### config.mk
export PLATFORM = sky130hd
export DESIGN_NAME = ks_data_path_gen_flat
export DESIGN_NICKNAME = d
export VERILOG_FILES = /design/src/rtl/k_and_s_pkg.sv /design/src/rtl/ks_data_path_gen_if.sv /design/src/rtl/ks_alu.sv /design/src/rtl/ks_data_path_gen.sv /design/src/flat_wrapper.sv
export SDC_FILE = /design/constraint.sdc
export NUM_CORES = 1
export LEC_CHECK = 0
export CAP_MARGIN = 20
export CORE_UTILIZATION = 28
export CTS_CLUSTER_SIZE = 28
export DETAILED_ROUTE_END_ITERATION = 10
export HOLD_SLACK_MARGIN = 0.05
export PLACE_DENSITY_LB_ADDON = 0.3
export SYNTH_ARGS = -nofsm -noshare
export SYNTH_HDL_FRONTEND = slang
export SYNTH_HIERARCHICAL = 1
export SYNTH_SLANG_ARGS = --single-unit
### constraint.sdc
create_clock -name clk -period 8.62 [get_ports clk]
set_input_delay 2.155 -clock clk [delete_from_list [all_inputs] [get_ports clk]]
set_output_delay 2.155 -clock clk [all_outputs]
set_load 0.1 [all_outputs]
### src/rtl/k_and_s_pkg.sv
// k_and_s_pkg: shared types and constants for the K&S data path.
//   decoded_instruction_type : decoder output, one value per instruction class
//   alu_op_t                 : 3-bit ALU operation driven by the control unit
//   OP_*                     : 8-bit opcodes found in IR[DATA_W-1:DATA_W-8]
package k_and_s_pkg;

  typedef enum logic [4:0] {
    I_NOP    = 5'd0,
    I_LOAD   = 5'd1,
    I_STORE  = 5'd2,
    I_MOVE   = 5'd3,
    I_ADD    = 5'd4,
    I_SUB    = 5'd5,
    I_AND    = 5'd6,
    I_OR     = 5'd7,
    I_BRANCH = 5'd8,
    I_BZERO  = 5'd9,
    I_BNEG   = 5'd10,
    I_BOV    = 5'd11,
    I_BNOV   = 5'd12,
    I_BNNEG  = 5'd13,
    I_BNZERO = 5'd14,
    I_HALT   = 5'd15,
    I_XOR    = 5'd16,
    I_SHL    = 5'd17,
    I_SHR    = 5'd18
  } decoded_instruction_type;

  typedef enum logic [2:0] {
    ALU_OR   = 3'b000,
    ALU_ADD  = 3'b001,
    ALU_SUB  = 3'b010,
    ALU_AND  = 3'b011,
    ALU_XOR  = 3'b100,
    ALU_SHL  = 3'b101,
    ALU_SHR  = 3'b110,
    ALU_PASS = 3'b111
  } alu_op_t;

  localparam logic [7:0] OP_LOAD   = 8'h81;
  localparam logic [7:0] OP_STORE  = 8'h82;
  localparam logic [7:0] OP_MOVE   = 8'h91;
  localparam logic [7:0] OP_ADD    = 8'hA1;
  localparam logic [7:0] OP_SUB    = 8'hA2;
  localparam logic [7:0] OP_AND    = 8'hA3;
  localparam logic [7:0] OP_OR     = 8'hA4;
  localparam logic [7:0] OP_XOR    = 8'hA5;
  localparam logic [7:0] OP_SHL    = 8'hA6;
  localparam logic [7:0] OP_SHR    = 8'hA7;
  localparam logic [7:0] OP_BRANCH = 8'h01;
  localparam logic [7:0] OP_BZERO  = 8'h02;
  localparam logic [7:0] OP_BNEG   = 8'h03;
  localparam logic [7:0] OP_BOV    = 8'h05;
  localparam logic [7:0] OP_BNOV   = 8'h06;
  localparam logic [7:0] OP_BNNEG  = 8'h0A;
  localparam logic [7:0] OP_BNZERO = 8'h0B;
  localparam logic [7:0] OP_HALT   = 8'hFF;

endpackage

### src/rtl/ks_data_path_gen_if.sv
// ks_data_path_gen_if: bundle between the K&S control unit / RAM (master)
// and the data path (slave).
//   master drives : branch, pc_enable, ir_enable, addr_sel, c_sel,
//                   write_reg_enable, flags_reg_enable, operation, data_in
//   slave drives  : decoded_instruction, zero_op, neg_op, unsigned_overflow,
//                   signed_overflow, ram_addr, data_out
interface ks_data_path_gen_if #(
  parameter int DATA_W = 16,
  parameter int ADDR_W = 5
) ();
  import k_and_s_pkg::*;

  logic                    branch;
  logic                    pc_enable;
  logic                    ir_enable;
  logic                    addr_sel;
  logic                    c_sel;
  logic                    write_reg_enable;
  logic                    flags_reg_enable;
  alu_op_t                 operation;
  logic [DATA_W-1:0]       data_in;
  decoded_instruction_type decoded_instruction;
  logic                    zero_op;
  logic                    neg_op;
  logic                    unsigned_overflow;
  logic                    signed_overflow;
  logic [ADDR_W-1:0]       ram_addr;
  logic [DATA_W-1:0]       data_out;

  modport master (
    output branch, pc_enable, ir_enable, addr_sel, c_sel,
           write_reg_enable, flags_reg_enable, operation, data_in,
    input  decoded_instruction, zero_op, neg_op, unsigned_overflow,
           signed_overflow, ram_addr, data_out
  );

  modport slave (
    input  branch, pc_enable, ir_enable, addr_sel, c_sel,
           write_reg_enable, flags_reg_enable, operation, data_in,
    output decoded_instruction, zero_op, neg_op, unsigned_overflow,
           signed_overflow, ram_addr, data_out
  );
endinterface

### src/rtl/ks_alu.sv
// ks_alu: combinational ALU with flag precursors (flags are latched by the
// parent).
//   i_a, i_b  : operands (a is the shifted / passed operand)
//   i_op      : alu_op_t operation
//   o_alu_out : result
//   o_zero, o_neg, o_uov, o_sov : zero, sign, unsigned and signed overflow
module ks_alu
  import k_and_s_pkg::*;
#(
  parameter int DATA_W = 16
) (
  input  logic [DATA_W-1:0] i_a,
  input  logic [DATA_W-1:0] i_b,
  input  alu_op_t           i_op,
  output logic [DATA_W-1:0] o_alu_out,
  output logic              o_zero,
  output logic              o_neg,
  output logic              o_uov,
  output logic              o_sov
);

  localparam int MSB = DATA_W - 1;

  // One extra bit holds the carry out of the MSB.
  logic [DATA_W:0] w_add_ext;
  logic [DATA_W:0] w_sub_ext;
  logic [DATA_W-1:0] w_result;
  logic w_uov;
  logic w_sov;

  assign w_add_ext = {1'b0, i_a} + {1'b0, i_b};
  // a + ~b + 1: carry out set means no borrow, so borrow = ~carry.
  assign w_sub_ext = {1'b0, i_a} + {1'b0, ~i_b} + {{DATA_W{1'b0}}, 1'b1};

  // Result and overflow selection per operation.
  always_comb begin
    w_result = {DATA_W{1'b0}};
    w_uov    = 1'b0;
    w_sov    = 1'b0;
    case (i_op)
      ALU_OR:   w_result = i_a | i_b;
      ALU_ADD: begin
        w_result = w_add_ext[DATA_W-1:0];
        w_uov    = w_add_ext[DATA_W];
        // Same-sign operands giving a different-sign sum.
        w_sov    = (i_a[MSB] == i_b[MSB]) && (w_add_ext[MSB] != i_a[MSB]);
      end
      ALU_SUB: begin
        w_result = w_sub_ext[DATA_W-1:0];
        w_uov    = ~w_sub_ext[DATA_W];
        // Opposite-sign operands where the result sign differs from a.
        w_sov    = (i_a[MSB] != i_b[MSB]) && (w_sub_ext[MSB] != i_a[MSB]);
      end
      ALU_AND:  w_result = i_a & i_b;
      ALU_XOR:  w_result = i_a ^ i_b;
      ALU_SHL: begin
        w_result = {i_a[DATA_W-2:0], 1'b0};
        w_uov    = i_a[MSB];
      end
      ALU_SHR: begin
        w_result = {1'b0, i_a[DATA_W-1:1]};
        w_uov    = i_a[0];
      end
      ALU_PASS: w_result = i_a;
      default:  w_result = {DATA_W{1'b0}};
    endcase
  end

  assign o_alu_out = w_result;
  assign o_zero    = (w_result == {DATA_W{1'b0}});
  assign o_neg     = w_result[MSB];
  assign o_uov     = w_uov;
  assign o_sov     = w_sov;

endmodule

### src/rtl/ks_data_path_gen.sv
// ks_data_path_gen: parametrised K&S data path (PC, IR, decoder, register
// file, ALU, flag register, address and write-back muxes).
//   clk, rst_n : clock, asynchronous active-low reset
//   bus        : ks_data_path_gen_if.slave -- control strobes and RAM read
//                data in; decode, flags, RAM address and store data out
module ks_data_path_gen
  import k_and_s_pkg::*;
#(
  parameter int DATA_W   = 16,
  parameter int NUM_REGS = 4,
  parameter int ADDR_W   = 5
) (
  input  logic                clk,
  input  logic                rst_n,
  ks_data_path_gen_if.slave   bus
);

  localparam int REG_W = $clog2(NUM_REGS);

  // Reject configurations whose instruction fields cannot fit under the
  // 8-bit opcode.
  if ((DATA_W < 16) || (NUM_REGS < 2) || ((NUM_REGS & (NUM_REGS - 1)) != 0) ||
      (3 * REG_W > DATA_W - 8) || (ADDR_W + REG_W > DATA_W - 8)) begin : g_illegal_params
    $error("ks_data_path_gen: illegal DATA_W/NUM_REGS/ADDR_W combination");
  end

  logic [DATA_W-1:0]       r_ir;
  logic [ADDR_W-1:0]       r_pc;
  logic [DATA_W-1:0]       r_regs [NUM_REGS];
  logic                    r_zero;
  logic                    r_neg;
  logic                    r_uov;
  logic                    r_sov;

  logic [7:0]              w_opcode;
  decoded_instruction_type w_instr;
  logic [REG_W-1:0]        w_a_addr;
  logic [REG_W-1:0]        w_b_addr;
  logic [REG_W-1:0]        w_c_addr;
  logic [ADDR_W-1:0]       w_mem_addr;
  logic [DATA_W-1:0]       w_bus_a;
  logic [DATA_W-1:0]       w_bus_b;
  logic [DATA_W-1:0]       w_bus_c;
  logic [DATA_W-1:0]       w_alu_out;
  logic                    w_zero;
  logic                    w_neg;
  logic                    w_uov;
  logic                    w_sov;
  logic                    w_unused_ir;

  assign w_opcode    = r_ir[DATA_W-1 -: 8];
  // Not every IR bit is a field in every configuration.
  assign w_unused_ir = ^r_ir;

  // Instruction decode; fields not used by an opcode stay 0.
  always_comb begin
    w_instr    = I_NOP;
    w_a_addr   = {REG_W{1'b0}};
    w_b_addr   = {REG_W{1'b0}};
    w_c_addr   = {REG_W{1'b0}};
    w_mem_addr = {ADDR_W{1'b0}};
    case (w_opcode)
      OP_LOAD: begin
        w_instr    = I_LOAD;
        w_c_addr   = r_ir[ADDR_W+REG_W-1:ADDR_W];
        w_mem_addr = r_ir[ADDR_W-1:0];
      end
      OP_STORE: begin
        w_instr    = I_STORE;
        w_a_addr   = r_ir[ADDR_W+REG_W-1:ADDR_W];
        w_mem_addr = r_ir[ADDR_W-1:0];
      end
      OP_MOVE: begin
        w_instr  = I_MOVE;
        w_c_addr = r_ir[2*REG_W-1:REG_W];
        w_a_addr = r_ir[REG_W-1:0];
        w_b_addr = r_ir[REG_W-1:0];
      end
      OP_ADD, OP_SUB, OP_AND, OP_OR, OP_XOR, OP_SHL, OP_SHR: begin
        case (w_opcode)
          OP_ADD:  w_instr = I_ADD;
          OP_SUB:  w_instr = I_SUB;
          OP_AND:  w_instr = I_AND;
          OP_OR:   w_instr = I_OR;
          OP_XOR:  w_instr = I_XOR;
          OP_SHL:  w_instr = I_SHL;
          OP_SHR:  w_instr = I_SHR;
          default: w_instr = I_NOP;
        endcase
        w_a_addr = r_ir[REG_W-1:0];
        w_b_addr = r_ir[2*REG_W-1:REG_W];
        w_c_addr = r_ir[3*REG_W-1:2*REG_W];
      end
      OP_BRANCH, OP_BZERO, OP_BNEG, OP_BOV, OP_BNOV, OP_BNNEG, OP_BNZERO: begin
        case (w_opcode)
          OP_BRANCH: w_instr = I_BRANCH;
          OP_BZERO:  w_instr = I_BZERO;
          OP_BNEG:   w_instr = I_BNEG;
          OP_BOV:    w_instr = I_BOV;
          OP_BNOV:   w_instr = I_BNOV;
          OP_BNNEG:  w_instr = I_BNNEG;
          OP_BNZERO: w_instr = I_BNZERO;
          default:   w_instr = I_NOP;
        endcase
        w_mem_addr = r_ir[ADDR_W-1:0];
      end
      OP_HALT: w_instr = I_HALT;
      default: w_instr = I_NOP;
    endcase
  end

  // Register file reads are plain array reads: a same-cycle write is only
  // visible after the edge.
  assign w_bus_a = r_regs[w_a_addr];
  assign w_bus_b = r_regs[w_b_addr];
  assign w_bus_c = bus.c_sel ? w_alu_out : bus.data_in;

  ks_alu #(
    .DATA_W (DATA_W)
  ) u_alu (
    .i_a       (w_bus_a),
    .i_b       (w_bus_b),
    .i_op      (bus.operation),
    .o_alu_out (w_alu_out),
    .o_zero    (w_zero),
    .o_neg     (w_neg),
    .o_uov     (w_uov),
    .o_sov     (w_sov)
  );

  // Instruction register.
  always_ff @(posedge clk or negedge rst_n) begin
    if (!rst_n) begin
      r_ir <= {DATA_W{1'b0}};
    end else if (bus.ir_enable) begin
      r_ir <= bus.data_in;
    end
  end

  // Program counter: jump to the decoded address or increment with wrap.
  always_ff @(posedge clk or negedge rst_n) begin
    if (!rst_n) begin
      r_pc <= {ADDR_W{1'b0}};
    end else if (bus.pc_enable) begin
      r_pc <= bus.branch ? w_mem_addr : (r_pc + {{(ADDR_W-1){1'b0}}, 1'b1});
    end
  end

  // Register file write port.
  always_ff @(posedge clk or negedge rst_n) begin
    if (!rst_n) begin
      for (int i = 0; i < NUM_REGS; i++) begin
        r_regs[i] <= {DATA_W{1'b0}};
      end
    end else if (bus.write_reg_enable) begin
      r_regs[w_c_addr] <= w_bus_c;
    end
  end

  // Flag register: all four flags latch together.
  always_ff @(posedge clk or negedge rst_n) begin
    if (!rst_n) begin
      r_zero <= 1'b0;
      r_neg  <= 1'b0;
      r_uov  <= 1'b0;
      r_sov  <= 1'b0;
    end else if (bus.flags_reg_enable) begin
      r_zero <= w_zero;
      r_neg  <= w_neg;
      r_uov  <= w_uov;
      r_sov  <= w_sov;
    end
  end

  assign bus.decoded_instruction = w_instr;
  assign bus.zero_op             = r_zero;
  assign bus.neg_op              = r_neg;
  assign bus.unsigned_overflow   = r_uov;
  assign bus.signed_overflow     = r_sov;
  assign bus.ram_addr            = bus.addr_sel ? w_mem_addr : r_pc;
  assign bus.data_out            = w_bus_a;

endmodule

### src/flat_wrapper.sv
// flat-port wrapper written by rule: the top's interface ports become plain ports
module ks_data_path_gen_flat import k_and_s_pkg::*;
#(
  parameter int DATA_W   = 16,
  parameter int NUM_REGS = 4,
  parameter int ADDR_W   = 5
)
  (clk, rst_n, bus_branch, bus_pc_enable, bus_ir_enable, bus_addr_sel, bus_c_sel, bus_write_reg_enable, bus_flags_reg_enable, bus_operation, bus_data_in, bus_decoded_instruction, bus_zero_op, bus_neg_op, bus_unsigned_overflow, bus_signed_overflow, bus_ram_addr, bus_data_out);
  ks_data_path_gen_if #(.DATA_W(DATA_W), .ADDR_W(ADDR_W)) bus_i ();
  input  logic clk;
  input  logic rst_n;
  input wire logic [$bits(bus_i.branch)-1:0] bus_branch;
  input wire logic [$bits(bus_i.pc_enable)-1:0] bus_pc_enable;
  input wire logic [$bits(bus_i.ir_enable)-1:0] bus_ir_enable;
  input wire logic [$bits(bus_i.addr_sel)-1:0] bus_addr_sel;
  input wire logic [$bits(bus_i.c_sel)-1:0] bus_c_sel;
  input wire logic [$bits(bus_i.write_reg_enable)-1:0] bus_write_reg_enable;
  input wire logic [$bits(bus_i.flags_reg_enable)-1:0] bus_flags_reg_enable;
  input wire logic [$bits(bus_i.operation)-1:0] bus_operation;
  input wire logic [$bits(bus_i.data_in)-1:0] bus_data_in;
  output wire logic [$bits(bus_i.decoded_instruction)-1:0] bus_decoded_instruction;
  output wire logic [$bits(bus_i.zero_op)-1:0] bus_zero_op;
  output wire logic [$bits(bus_i.neg_op)-1:0] bus_neg_op;
  output wire logic [$bits(bus_i.unsigned_overflow)-1:0] bus_unsigned_overflow;
  output wire logic [$bits(bus_i.signed_overflow)-1:0] bus_signed_overflow;
  output wire logic [$bits(bus_i.ram_addr)-1:0] bus_ram_addr;
  output wire logic [$bits(bus_i.data_out)-1:0] bus_data_out;
  assign bus_i.branch = bus_branch;
  assign bus_i.pc_enable = bus_pc_enable;
  assign bus_i.ir_enable = bus_ir_enable;
  assign bus_i.addr_sel = bus_addr_sel;
  assign bus_i.c_sel = bus_c_sel;
  assign bus_i.write_reg_enable = bus_write_reg_enable;
  assign bus_i.flags_reg_enable = bus_flags_reg_enable;
  assign bus_i.operation = bus_operation;
  assign bus_i.data_in = bus_data_in;
  assign bus_decoded_instruction = bus_i.decoded_instruction;
  assign bus_zero_op = bus_i.zero_op;
  assign bus_neg_op = bus_i.neg_op;
  assign bus_unsigned_overflow = bus_i.unsigned_overflow;
  assign bus_signed_overflow = bus_i.signed_overflow;
  assign bus_ram_addr = bus_i.ram_addr;
  assign bus_data_out = bus_i.data_out;
  ks_data_path_gen #(.DATA_W(DATA_W), .NUM_REGS(NUM_REGS), .ADDR_W(ADDR_W)) u_core (.clk(clk), .rst_n(rst_n), .bus(bus_i));
endmodule
==> run metrics <==
status=finished, final reports clean; Hold WC Path Type=reg -> reg; Initial Util=28.7%; placed inst area=9160 µm²; switching fraction of total power=54.2%; clock group share of total power=11.9%; Post-synth ARST share=100%; Flop pwr share=18.9%; Synth Area in Adders=8.16%; Post-Syn Instances=1000; I/O pin cnt=58; part of the cycle the worst path needs=81.8%; # rows=62; RSZ-0062 raised after global routing=false; mux cell area share after synthesis=15.1%; post-route cell area=9470 µm²; Hold Path Origin=u_core/r_regs[20]; Compound-Gate Fraction of Synth Area=24.6%; Iter 0 DRT Violations=553; Worst Tran Pin Value=1.05 ns; vias=7735; Seq/Total Area, Yosys=26.5%; Final Hold Vio Count=0; drt wl/cell=19.0 µm; WP buf/inv=1; Pint=1.54 mW; CP Max Fanout=31; worst clock skew=0.0104 ns; die width=174 µm; Yosys cell types=83; critical path cell sequence=or4b_4 > nor3_1 > a221o_2 > mux2i_1 > mux2i_1 > clkdlybuf4s50_1; Antenna Cells=0; DRT Pass-1 Iters=7; H-tree depth=3; Vias/cell=5.49; Primary FF master, synth=dfrtp_1; largest net degree at the start of global routing=63; Max Cap Viol=0; crit-path max cell delay=1.29 ns; Sink Count=88; r2r setup slk=1.82 ns; Core ar.=28900 µm²; Post-DRT Antenna Nets=0; input/output buffers=57; final hold slack=0.508 ns; Crit-path slowest cell=clkdlybuf4s50_1; first-pass GRT wire length=43.0 mm; Overall Global Routing Usage=17.7%; # DRC=0; Switching Power=1.82 mW; most frequent CP cell=mux2i_1; TritonCTS clock tree=done; Clock Tree Root=clkbuf_16; Synth Cell Area=8310 µm²; Post-Route Setup TNS=0 ns; # nets final=1101; #FFs+latches synth=88; WL final=26.8 mm; FILL cells=3071; Yosys warnings=6; insertion delay to the later sink of the worst-skew pair=0.34 ns; Mean Syn Cell Area=8.31 µm²; Logic pwr share=69.2%; post-synthesis simple-gate area fraction=16.8%; area of the multi-input gates=5440 µm²; reg-to-reg endpoint=u_core/bus.zero_op; main combinational cell family by area after synthesis=compound AO/OA/AOI/OAI gates; xor/xnor share of the synthesized area=0.527%; Leak=4.02 nW; critical path's top delay family=buffers and inverters; Setup violations, final=0; Max Slew Vio Count=0; Fmax=142 MHz; Longest Clk Path Bufs=2; Rel. slew slack=30.1%; endpoint of the worst hold path=u_core/r_regs[20]; Final min period=7.05 ns; IR drop worst, VDD=0.0000878 V; Post-synth EDFFs=0; cts hold-fix bufs=0; total die area=30400 µm²; Crit Path Class=reg -> out; CTS clk-pin slew, worst paths=0.07 ns; FF-to-FF Start=u_core/r_ir[10]; gp weighted congestion=0.905; setup repair bufs after CTS=0; grt ovf=0; fraction of layout cells with a size suffix above 1=9.17%; startpoint types=flop; data required time of the critical path=6.47 ns; post-CTS sizing=0; Detailed Place HPWL=19.8 mm; initial antenna violation count=0; register area=2200 µm²; Layout area overhead=13.9%; power per cell area=355 nW/µm²; Setup crit end kind=output pin; r2r worst-path depth=16; vias in the first global route=7608; Hold Crit Depth=2; TritonCTS Buffers=9; Mapped Nets=1081; Critical Path AT=4.89 ns; Die Span Y=174 µm
## stage by stage
stage	utilization, %	power (mW)	setup slack, ns	cells
global route	32.7	3.60	1.29	1409
global placement	31.6	2.90	1.97	1392
floorplan	-	2.32	1.61	1000
detailed placement	31.6	2.92	1.82	1392
CTS	32.7	3.33	1.53	1408
finish	32.7	3.36	1.57	1409
## cell usage after synthesis, drive strengths merged (5+ instances only)
cell type  instances  area [µm²]
o221ai             7        61.3
o21a               7        52.6
buf               43         293
nand4              8        50.1
nor2b             12        75.1
nand2             92         345
a221o              5        50.1
o22ai              5        31.3
a211oi            10        80.1
a211o              5        43.8
a22o               5        43.8
nand2b             9        56.3
and2               5        33.8
a22oi             22         165
and3               9        56.3
nor4               6        43.8
dfrtp             88        2200
ha                51         638
nor3              11        55.1
nor2              66         248
mux2              22         248
clkbuf            29         109
nor4b              5        58.8
a32oi             10        87.6
or3                6        47.5
o211ai             7        52.6
mux2i             94         941
o21bai             6        45.0
nor3b              6        45.0
a21o               9        67.6
o21ai             64         320
a21oi             94         474
nand3             22         110
a31oi              6        37.5
or2                6        37.5
a221oi             5        61.3
inv               77         289
nand3b             6        45.0
## per-layer routing
layer  global-route usage, %  share of wire, %  vias to the layer above  wire length (µm)
li1                        -                 -                     3674                 -
met1                    24.2                47                     3764             12600
met2                    28.8                45                      252             12100
met3                    2.10               5.4                       45              1450
met4                    5.45               2.3                        0               608
met5                       0                 0                        -                 0
## layout by cell type, fill, tap and decap left out, types with 6 or more instances in the layout
cell | netlist | routed
o21a_1 | 7 | 7
a21oi_1 | 93 | 92
inv_1 | 76 | 76
clkdlybuf4s50_1 | 0 | 56
a21o_1 | 9 | 9
ha_1 | 51 | 51
mux2_2 | 22 | 22
a22oi_1 | 22 | 22
nand2_1 | 92 | 92
clkbuf_16 | 0 | 9
a32oi_1 | 10 | 10
o21ai_0 | 63 | 63
nand2b_1 | 9 | 9
dfrtp_1 | 88 | 88
buf_4 | 7 | 24
nand4_1 | 8 | 8
nor2_1 | 66 | 66
o21bai_1 | 6 | 6
nand3b_1 | 6 | 6
nand3_1 | 22 | 22
o211ai_1 | 7 | 7
mux2i_1 | 94 | 94
nor3_1 | 11 | 11
a31oi_1 | 6 | 6
and3_1 | 9 | 9
o221ai_1 | 7 | 7
nor2b_1 | 12 | 12
a211oi_1 | 9 | 9
## tightest hold or removal path: cells and delay by family (launching register included)
| kind | cells | cell delay (ns) |
|---|---|---|
| flip-flops | 1 | 0.37 |
| AO/OA/AOI/OAI | 1 | 0.06 |
| AND/OR/NAND/NOR | 1 | 0.05 |
## cell type report
class | instances | area share (%)
Clock buffer | 10 | 2.52
Clock inverter | 6 | 0.714
Inverter | 77 | 3.05
Multi-Input combinational cell | 763 | 57.5
Sequential cell | 88 | 23.3
Tap cell | 384 | 5.07
Timing Repair Buffer | 81 | 7.88
## registers in the layout (all words and copies together), names as in the netlist
signal	flops
u_core/r_regs	64
u_core/r_ir	15
u_core/bus.neg_op	1
u_core/bus.unsigned_overflow	1
u_core/r_pc	5
u_core/bus.signed_overflow	1
u_core/bus.zero_op	1
## cell families (layout without fill, tap and decap cells)
logic type                 Yosys count  in the layout
and+or+nand+nor                    279            279
buffers and inverters              149            174
muxes                              119            119
adders and majority gates           53             53
xor gates and xnor gates             5              5
DFF                                 88             88
AOI/OAI and AO/OA                  307            307
## power groups by stage
stage                     sequential [mW]  clock, mW  combinational [mW]
final                               0.636      0.400                2.32
after global routing                0.655      0.426                2.52
after floorplan                     0.651          0                1.67
after global placement              0.640          0                2.26
after detailed placement            0.642          0                2.27
after CTS                           0.635      0.411                2.28
## how the worst max path moves through the flow
stage                          startpoint                  to  slack (ns)  cells past startpoint
after floorplan           u_core/r_ir[10]  u_core/bus.zero_op        1.61                     19
after global placement    u_core/r_ir[10]     bus_data_out[1]        1.97                      6
after detailed placement  u_core/r_ir[10]  u_core/bus.zero_op        1.82                     16
after CTS                 u_core/r_ir[10]     bus_data_out[1]        1.53                      6
after global routing      u_core/r_ir[10]     bus_data_out[1]        1.29                      6
final                     u_core/r_ir[10]     bus_data_out[1]        1.57                      6
Power figures use the tool's default switching activity.
